[config.mk]
export PLATFORM = sky130hd
export DESIGN_NAME = seq_loader_avalon
export DESIGN_NICKNAME = d
export VERILOG_FILES = /design/src/rtl/seq_loader_avalon.sv
export SDC_FILE = /design/constraint.sdc
export NUM_CORES = 1
export LEC_CHECK = 0
export BUFFER_PORTS_ARGS = -buffer_cell sky130_fd_sc_hd__buf_2
export CAP_MARGIN = 40
export CORE_ASPECT_RATIO = 1.1
export CORE_MARGIN = 1.5
export CORE_UTILIZATION = 52
export DETAILED_ROUTE_END_ITERATION = 7
export PLACE_DENSITY = 0.85
export SLEW_MARGIN = 10
export SYNTH_ARGS = -nofsm -noshare
export SYNTH_HDL_FRONTEND = slang
export SYNTH_SLANG_ARGS = --single-unit
[constraint.sdc]
create_clock -name clk -period 8.5 [get_ports clk]
set_input_delay 0 -clock clk [delete_from_list [all_inputs] [get_ports clk]]
set_output_delay 0 -clock clk [all_outputs]
set_load 0.005 [all_outputs]
[src/rtl/seq_loader_avalon.sv]
// Avalon-MM loader that buffers two packed DNA sequences and their lengths, then
// runs and holds the med_solver core. Optional feature macro: LOAD_CHECKSUM_EN.
module seq_loader_avalon #(
  parameter int MAX_LEN1 = 46,
  parameter int MAX_LEN2 = 46
) (
  input  logic                    clk,
  input  logic                    rst,
  input  logic [5:0]              avm_main_address,
  input  logic [7:0]              avm_main_byteenable,
  input  logic                    avm_main_read,
  output logic [63:0]             avm_main_readdata,
  input  logic                    avm_main_write,
  input  logic [63:0]             avm_main_writedata,
  output logic                    solver_rst,
  output logic [7:0]              len1,
  output logic [7:0]              len2,
  output logic [2*MAX_LEN1-1:0]   seq1,
  output logic [2*MAX_LEN2-1:0]   seq2,
  input  logic                    finished
);

  typedef enum logic [1:0] {
    ST_IDLE = 2'd0,
    ST_RUN  = 2'd1,
    ST_DONE = 2'd2
  } state_t;

  localparam logic [5:0] A_CTRL = 6'd0;
  localparam logic [5:0] A_LEN  = 6'd1;
  localparam logic [5:0] A_SEQ1 = 6'd2;
  localparam logic [5:0] A_SEQ2 = 6'd3;
  localparam logic [5:0] A_CSUM = 6'd4;
  localparam logic [7:0] L1 = 8'(MAX_LEN1);
  localparam logic [7:0] L2 = 8'(MAX_LEN2);

  state_t                  r_state;
  logic                    r_solver_rst;
  logic                    r_err;
  logic                    r_done;
  logic [7:0]              r_wptr1;
  logic [7:0]              r_wptr2;
  logic [7:0]              r_len1_reg;
  logic [7:0]              r_len2_reg;
  logic [7:0]              r_len1;
  logic [7:0]              r_len2;
  logic [2*MAX_LEN1-1:0]   r_seq1;
  logic [2*MAX_LEN2-1:0]   r_seq2;

  logic                    w_wr_ctrl;
  logic                    w_start;
  logic                    w_clear;
  logic                    w_wr_len;
  logic                    w_wr_seq1;
  logic                    w_wr_seq2;
  logic                    w_busy;
  logic                    w_room1;
  logic                    w_room2;
  logic                    w_len_ok;
  logic [8:0]              w_sum1;
  logic [8:0]              w_sum2;
  logic [7:0]              w_wptr1_next;
  logic [7:0]              w_wptr2_next;
  logic [2*MAX_LEN1-1:0]   w_seq1_next;
  logic [2*MAX_LEN2-1:0]   w_seq2_next;
  logic [63:0]             w_rdata;
  logic                    w_unused_be;

  assign w_unused_be = ^avm_main_byteenable;

  assign w_wr_ctrl = avm_main_write && (avm_main_address == A_CTRL);
  assign w_start   = w_wr_ctrl && avm_main_writedata[0];
  assign w_clear   = w_wr_ctrl && avm_main_writedata[1];
  assign w_wr_len  = avm_main_write && (avm_main_address == A_LEN);
  assign w_wr_seq1 = avm_main_write && (avm_main_address == A_SEQ1);
  assign w_wr_seq2 = avm_main_write && (avm_main_address == A_SEQ2);
  assign w_busy    = (r_state == ST_RUN);

  assign w_room1 = (r_wptr1 != L1);
  assign w_room2 = (r_wptr2 != L2);

  // Pointers never exceed the buffer size, so min(wptr, MAX_LEN) is just wptr.
  assign w_len_ok = (r_len1_reg != 8'd0) && (r_len1_reg <= r_wptr1) &&
                    (r_len2_reg != 8'd0) && (r_len2_reg <= r_wptr2);

  assign w_sum1       = {1'b0, r_wptr1} + 9'd32;
  assign w_sum2       = {1'b0, r_wptr2} + 9'd32;
  assign w_wptr1_next = (w_sum1 > {1'b0, L1}) ? L1 : w_sum1[7:0];
  assign w_wptr2_next = (w_sum2 > {1'b0, L2}) ? L2 : w_sum2[7:0];

  // Bases landing at or beyond the buffer end are simply not stored.
  always_comb begin : seq1_insert
    logic [7:0] off;
    off         = 8'd0;
    w_seq1_next = r_seq1;
    for (int k = 0; k < MAX_LEN1; k++) begin
      off = 8'(k) - r_wptr1;
      if ((8'(k) >= r_wptr1) && (off < 8'd32))
        w_seq1_next[2*k +: 2] = avm_main_writedata[{off[4:0], 1'b0} +: 2];
    end
  end

  always_comb begin : seq2_insert
    logic [7:0] off;
    off         = 8'd0;
    w_seq2_next = r_seq2;
    for (int k = 0; k < MAX_LEN2; k++) begin
      off = 8'(k) - r_wptr2;
      if ((8'(k) >= r_wptr2) && (off < 8'd32))
        w_seq2_next[2*k +: 2] = avm_main_writedata[{off[4:0], 1'b0} +: 2];
    end
  end

  always_ff @(posedge clk or posedge rst) begin
    if (rst) begin
      r_state      <= ST_IDLE;
      r_solver_rst <= 1'b1;
      r_err        <= 1'b0;
      r_done       <= 1'b0;
      r_wptr1      <= 8'd0;
      r_wptr2      <= 8'd0;
      r_len1_reg   <= 8'd0;
      r_len2_reg   <= 8'd0;
      r_len1       <= 8'd0;
      r_len2       <= 8'd0;
      r_seq1       <= '0;
      r_seq2       <= '0;
    end else if (w_clear) begin
      // CLEAR beats a simultaneous START and aborts a running solver.
      r_state      <= ST_IDLE;
      r_solver_rst <= 1'b1;
      r_err        <= 1'b0;
      r_done       <= 1'b0;
      r_wptr1      <= 8'd0;
      r_wptr2      <= 8'd0;
    end else begin
      case (r_state)
        ST_IDLE: begin
          if (w_wr_seq1) begin
            if (w_room1) begin
              r_seq1  <= w_seq1_next;
              r_wptr1 <= w_wptr1_next;
            end else begin
              r_err <= 1'b1;
            end
          end
          if (w_wr_seq2) begin
            if (w_room2) begin
              r_seq2  <= w_seq2_next;
              r_wptr2 <= w_wptr2_next;
            end else begin
              r_err <= 1'b1;
            end
          end
          if (w_wr_len) begin
            r_len1_reg <= avm_main_writedata[7:0];
            r_len2_reg <= avm_main_writedata[15:8];
          end
          if (w_start) begin
            if (w_len_ok) begin
              r_len1       <= r_len1_reg;
              r_len2       <= r_len2_reg;
              r_state      <= ST_RUN;
              r_solver_rst <= 1'b0;
            end else begin
              r_err <= 1'b1;
            end
          end
        end
        ST_RUN: begin
          if (w_wr_seq1 || w_wr_seq2 || w_wr_len || w_start)
            r_err <= 1'b1;
          if (finished) begin
            r_state      <= ST_DONE;
            r_solver_rst <= 1'b1;
            r_done       <= 1'b1;
          end
        end
        ST_DONE: begin
          if (w_wr_seq1 || w_wr_seq2 || w_wr_len || w_start)
            r_err <= 1'b1;
        end
        default: begin
          r_state      <= ST_IDLE;
          r_solver_rst <= 1'b1;
        end
      endcase
    end
  end

`ifdef LOAD_CHECKSUM_EN
  logic [15:0] r_cksum;
  logic [15:0] w_fold;
  logic        w_seq_accept;

  assign w_fold = avm_main_writedata[15:0]  ^ avm_main_writedata[31:16] ^
                  avm_main_writedata[47:32] ^ avm_main_writedata[63:48];
  assign w_seq_accept = (r_state == ST_IDLE) &&
                        ((w_wr_seq1 && w_room1) || (w_wr_seq2 && w_room2));

  always_ff @(posedge clk or posedge rst) begin
    if (rst)
      r_cksum <= 16'd0;
    else if (w_clear)
      r_cksum <= 16'd0;
    else if (w_seq_accept)
      r_cksum <= {r_cksum[14:0], r_cksum[15]} ^ w_fold;
  end
`endif

  always_comb begin
    w_rdata = 64'd0;
    if (avm_main_read) begin
      case (avm_main_address)
        A_CTRL: w_rdata = {32'd0, r_wptr2, r_wptr1, 6'd0, r_state, 5'd0,
                           r_err, r_done, w_busy};
        A_LEN:  w_rdata = {48'd0, r_len2_reg, r_len1_reg};
`ifdef LOAD_CHECKSUM_EN
        A_CSUM: w_rdata = {48'd0, r_cksum};
`else
        A_CSUM: w_rdata = 64'd0;
`endif
        default: w_rdata = 64'd0;
      endcase
    end
  end

  assign avm_main_readdata = w_rdata;
  assign solver_rst        = r_solver_rst;
  assign len1              = r_len1;
  assign len2              = r_len2;
  assign seq1              = r_seq1;
  assign seq2              = r_seq2;

endmodule
==> flow_summary.json <==
{
  "status": "completed",
  "final_common_cell": "buf_2",
  "synth_edf_count": 0,
  "clk_latency_ns": 0.53,
  "grt_overflow": 0,
  "final_antenna_net_count": 0,
  "crit_path_start": "r_state[1]",
  "routabilityCongestion": 0.888,
  "cts_made_buffers": 24,
  "num_rows": 56,
  "max_stage_delay_ns": 0.95,
  "hp-class": "in -> reg",
  "route.detailed.vias_per_inst": 5.58,
  "p_per_area_nw_per_um2": 194,
  "rsz0062_at_grt": "no",
  "critPathSlowestCell": "or4_2",
  "critPathArrivalTime_ns": 4.11,
  "max_cap_violations": 0,
  "tritoncts": "done",
  "holdPathStages": 4,
  "fin_crit_sh_pct": 43.5,
  "max_clock_freq_mhz": 270,
  "die_y_um": 158,
  "ys.flop_type": "dfrtp_1",
  "seq_area_frac_synth_pct": 50.4,
  "diodes": 0,
  "critical_path.top_delay_family": "simple AND/OR/NAND/NOR gates",
  "setup_viol_count_final": 0,
  "wl_per_cell_um": 21.2,
  "fin_crit_ns": 3.70,
  "layout.nets": 1429,
  "initial_core_util_pct": 53.2,
  "yosys_warnings": 0,
  "clock_path_buffers": 3,
  "route.detailed.drc": 0,
  "cp.required_ns": 8.91,
  "antenna_found_initial": 0,
  "die-area_um2": 22800,
  "vias": 9060,
  "placeableCoreArea_um2": 21400,
  "pin_count": 348,
  "grt_pass1_wl_um": 51700,
  "r2r_cells": 9,
  "leakage_nw": 7.95,
  "async_flop_share_pct": 100,
  "cp-start-kind": "register",
  "crit_type": "reg -> reg",
  "synthCells": 933,
  "die_w_um": 144,
  "clock-root-buffer": "clkbuf_16",
  "yosysUniqueCellTypes": 55,
  "grt_usage_pct": 30.0,
  "crit_buf_inv": 3,
  "layout_common_cells": "buf_2, dfrtp_1, mux2_2",
  "worstMarginPinSlew_ns": 0.882,
  "synth-seq-cells": 229,
  "ir_drop_mv": 0.186,
  "worstSetupEndpointType": "register",
  "avgSynthCellArea_um2": 12.2,
  "drt_iter0_markers": 445,
  "cts.clk_slew.worst_paths_ns": 0.06,
  "hpwl_um": 22800,
  "report.final.slew_viol_count": 0,
  "path_cells": "inv_1, ha_1, nand2_1, nor4_4, nand4_4, buf_12, or4_2, buf_16, mux2_4",
  "cts.sinks": 229,
  "final.setup.tns_ns": 0,
  "h-tree-depth": 1,
  "syn_to_final_growth_pct": 30.1,
  "grt_max_degree": 97,
  "cts_setup_buffers": 0,
  "synthesis.area_um2": 11400,
  "path_max_fanout": 58,
  "layout-drive-gt1-share_pct": 43.4,
  "timing.hold.ws_ns": 0.0237,
  "hold_start": "avm_main_address[4]",
  "cp.depth": 9,
  "numPortBuffers": 303,
  "relSlewSlack_pct": 40.9,
  "fin_util_pct": 69.3,
  "dr.pass1.iters": 5,
  "r2r_start": "r_state[1]",
  "wirelength_um": 34400,
  "finClkSkew_ns": 0.0269,
  "first_global_vias": 9200,
  "hold_violations": 0
}
[routing by layer]
layer | up-vias | GRT usage (%) | share of wire [%]
li1 | 4005 | - | -
met1 | 4491 | 36.7 | 39
met2 | 453 | 50.2 | 49
met3 | 111 | 6.50 | 7.5
met4 | 0 | 14.7 | 4.7
met5 | - | 0 | 0
[cell families (layout without fill, tap and decap cells)]
| family | after synthesis | after routing | synth area share, % |
|---|---|---|---|
| AND/OR/NAND/NOR | 167 | 167 | 7.41 |
| other | 1 | 36 | 0.0330 |
| flip-flops | 229 | 229 | 50.4 |
| AO/OA/AOI/OAI | 113 | 113 | 5.62 |
| multiplexers | 283 | 283 | 27.9 |
| buffers and inverters | 105 | 470 | 4.96 |
| XOR/XNOR | 5 | 5 | 0.385 |
| adder cells (fa/ha/maj) | 30 | 30 | 3.30 |
[power by group]
part / switching [mW] / internal [mW] / total (mW)
Sequential: 0.0895 / 1.18 / 1.27
Combinational: 0.320 / 0.287 / 0.607
Clock: 0.427 / 0.576 / 1.00
[tightest hold or removal path, delay by kind of cell]
kind,cells,cell delay (ns)
AOI/OAI and AO/OA,1,0.17
buffers and inverters,1,0.09
and+or+nand+nor,2,0.23
[cells in the mapped netlist (all sizes together), types with 2 or more instances]
master   number  area (um2)
dfrtp       228        5710
mux2        214        2480
nand2        78         293
mux2i        69         691
o21ai        69         345
buf          52         365
clkbuf       36         135
ha           30         375
nor2         22        85.1
a21oi        18        90.1
inv          17        63.8
nor3         12        60.1
and2         11        68.8
nor4         10        83.8
nand3         6        30.0
o31ai         5        37.5
a21o          4        30.0
nand4         4        31.3
nand3b        3        22.5
nor3b         3        22.5
o211ai        3        22.5
or4           3        26.3
xor2          3        26.3
a211oi        2        15.0
a21boi        2        15.0
a31o          2        17.5
and3          2        12.5
nand2b        2        12.5
nand4bb       2        22.5
nor4b         2        17.5
nor4bb        2        20.0
or3           2        12.5
xnor2         2        17.5
[final timing paths]
check,endpoint,slack (ns)
setup / recovery,seq2[14],4.80
hold reg to reg,seq1[50],0.48
max in group asynchronous,seq2[26],7.30
setup reg to reg,seq2[14],4.80
min in group asynchronous,seq1[84],0.14
hold / removal,r_wptr2[5],0.02
[through the flow]
stage / area, um2 / setup slack, ns / cells / power (mW)
floorplan: 11500 / 2.23 / 968 / 1.63
global placement: 13000 / 4.33 / 1482 / 1.80
detailed placement: 13100 / 4.26 / 1485 / 1.83
CTS: 14800 / 4.24 / 1621 / 2.88
global route: 14800 / 4.64 / 1623 / 3.00
finish: 14800 / 4.80 / 1623 / 2.88
[layout make-up]
class / instances / area (um2)
Clock buffer: 39 / 717
Clock inverter: 4 / 33.8
Fill cell: 1471 / 6560
Inverter: 17 / 71.3
Multi-Input combinational cell: 634 / 5250
Sequential cell: 229 / 5740
Tap cell: 290 / 363
Timing Repair Buffer: 410 / 2630
[timing repair]
action,CTS,global route
hold buffers,93,0
gates resized for setup,0,0
hold endpoints to repair,295,0
No activity file was read; power rests on OpenSTA's default activity.
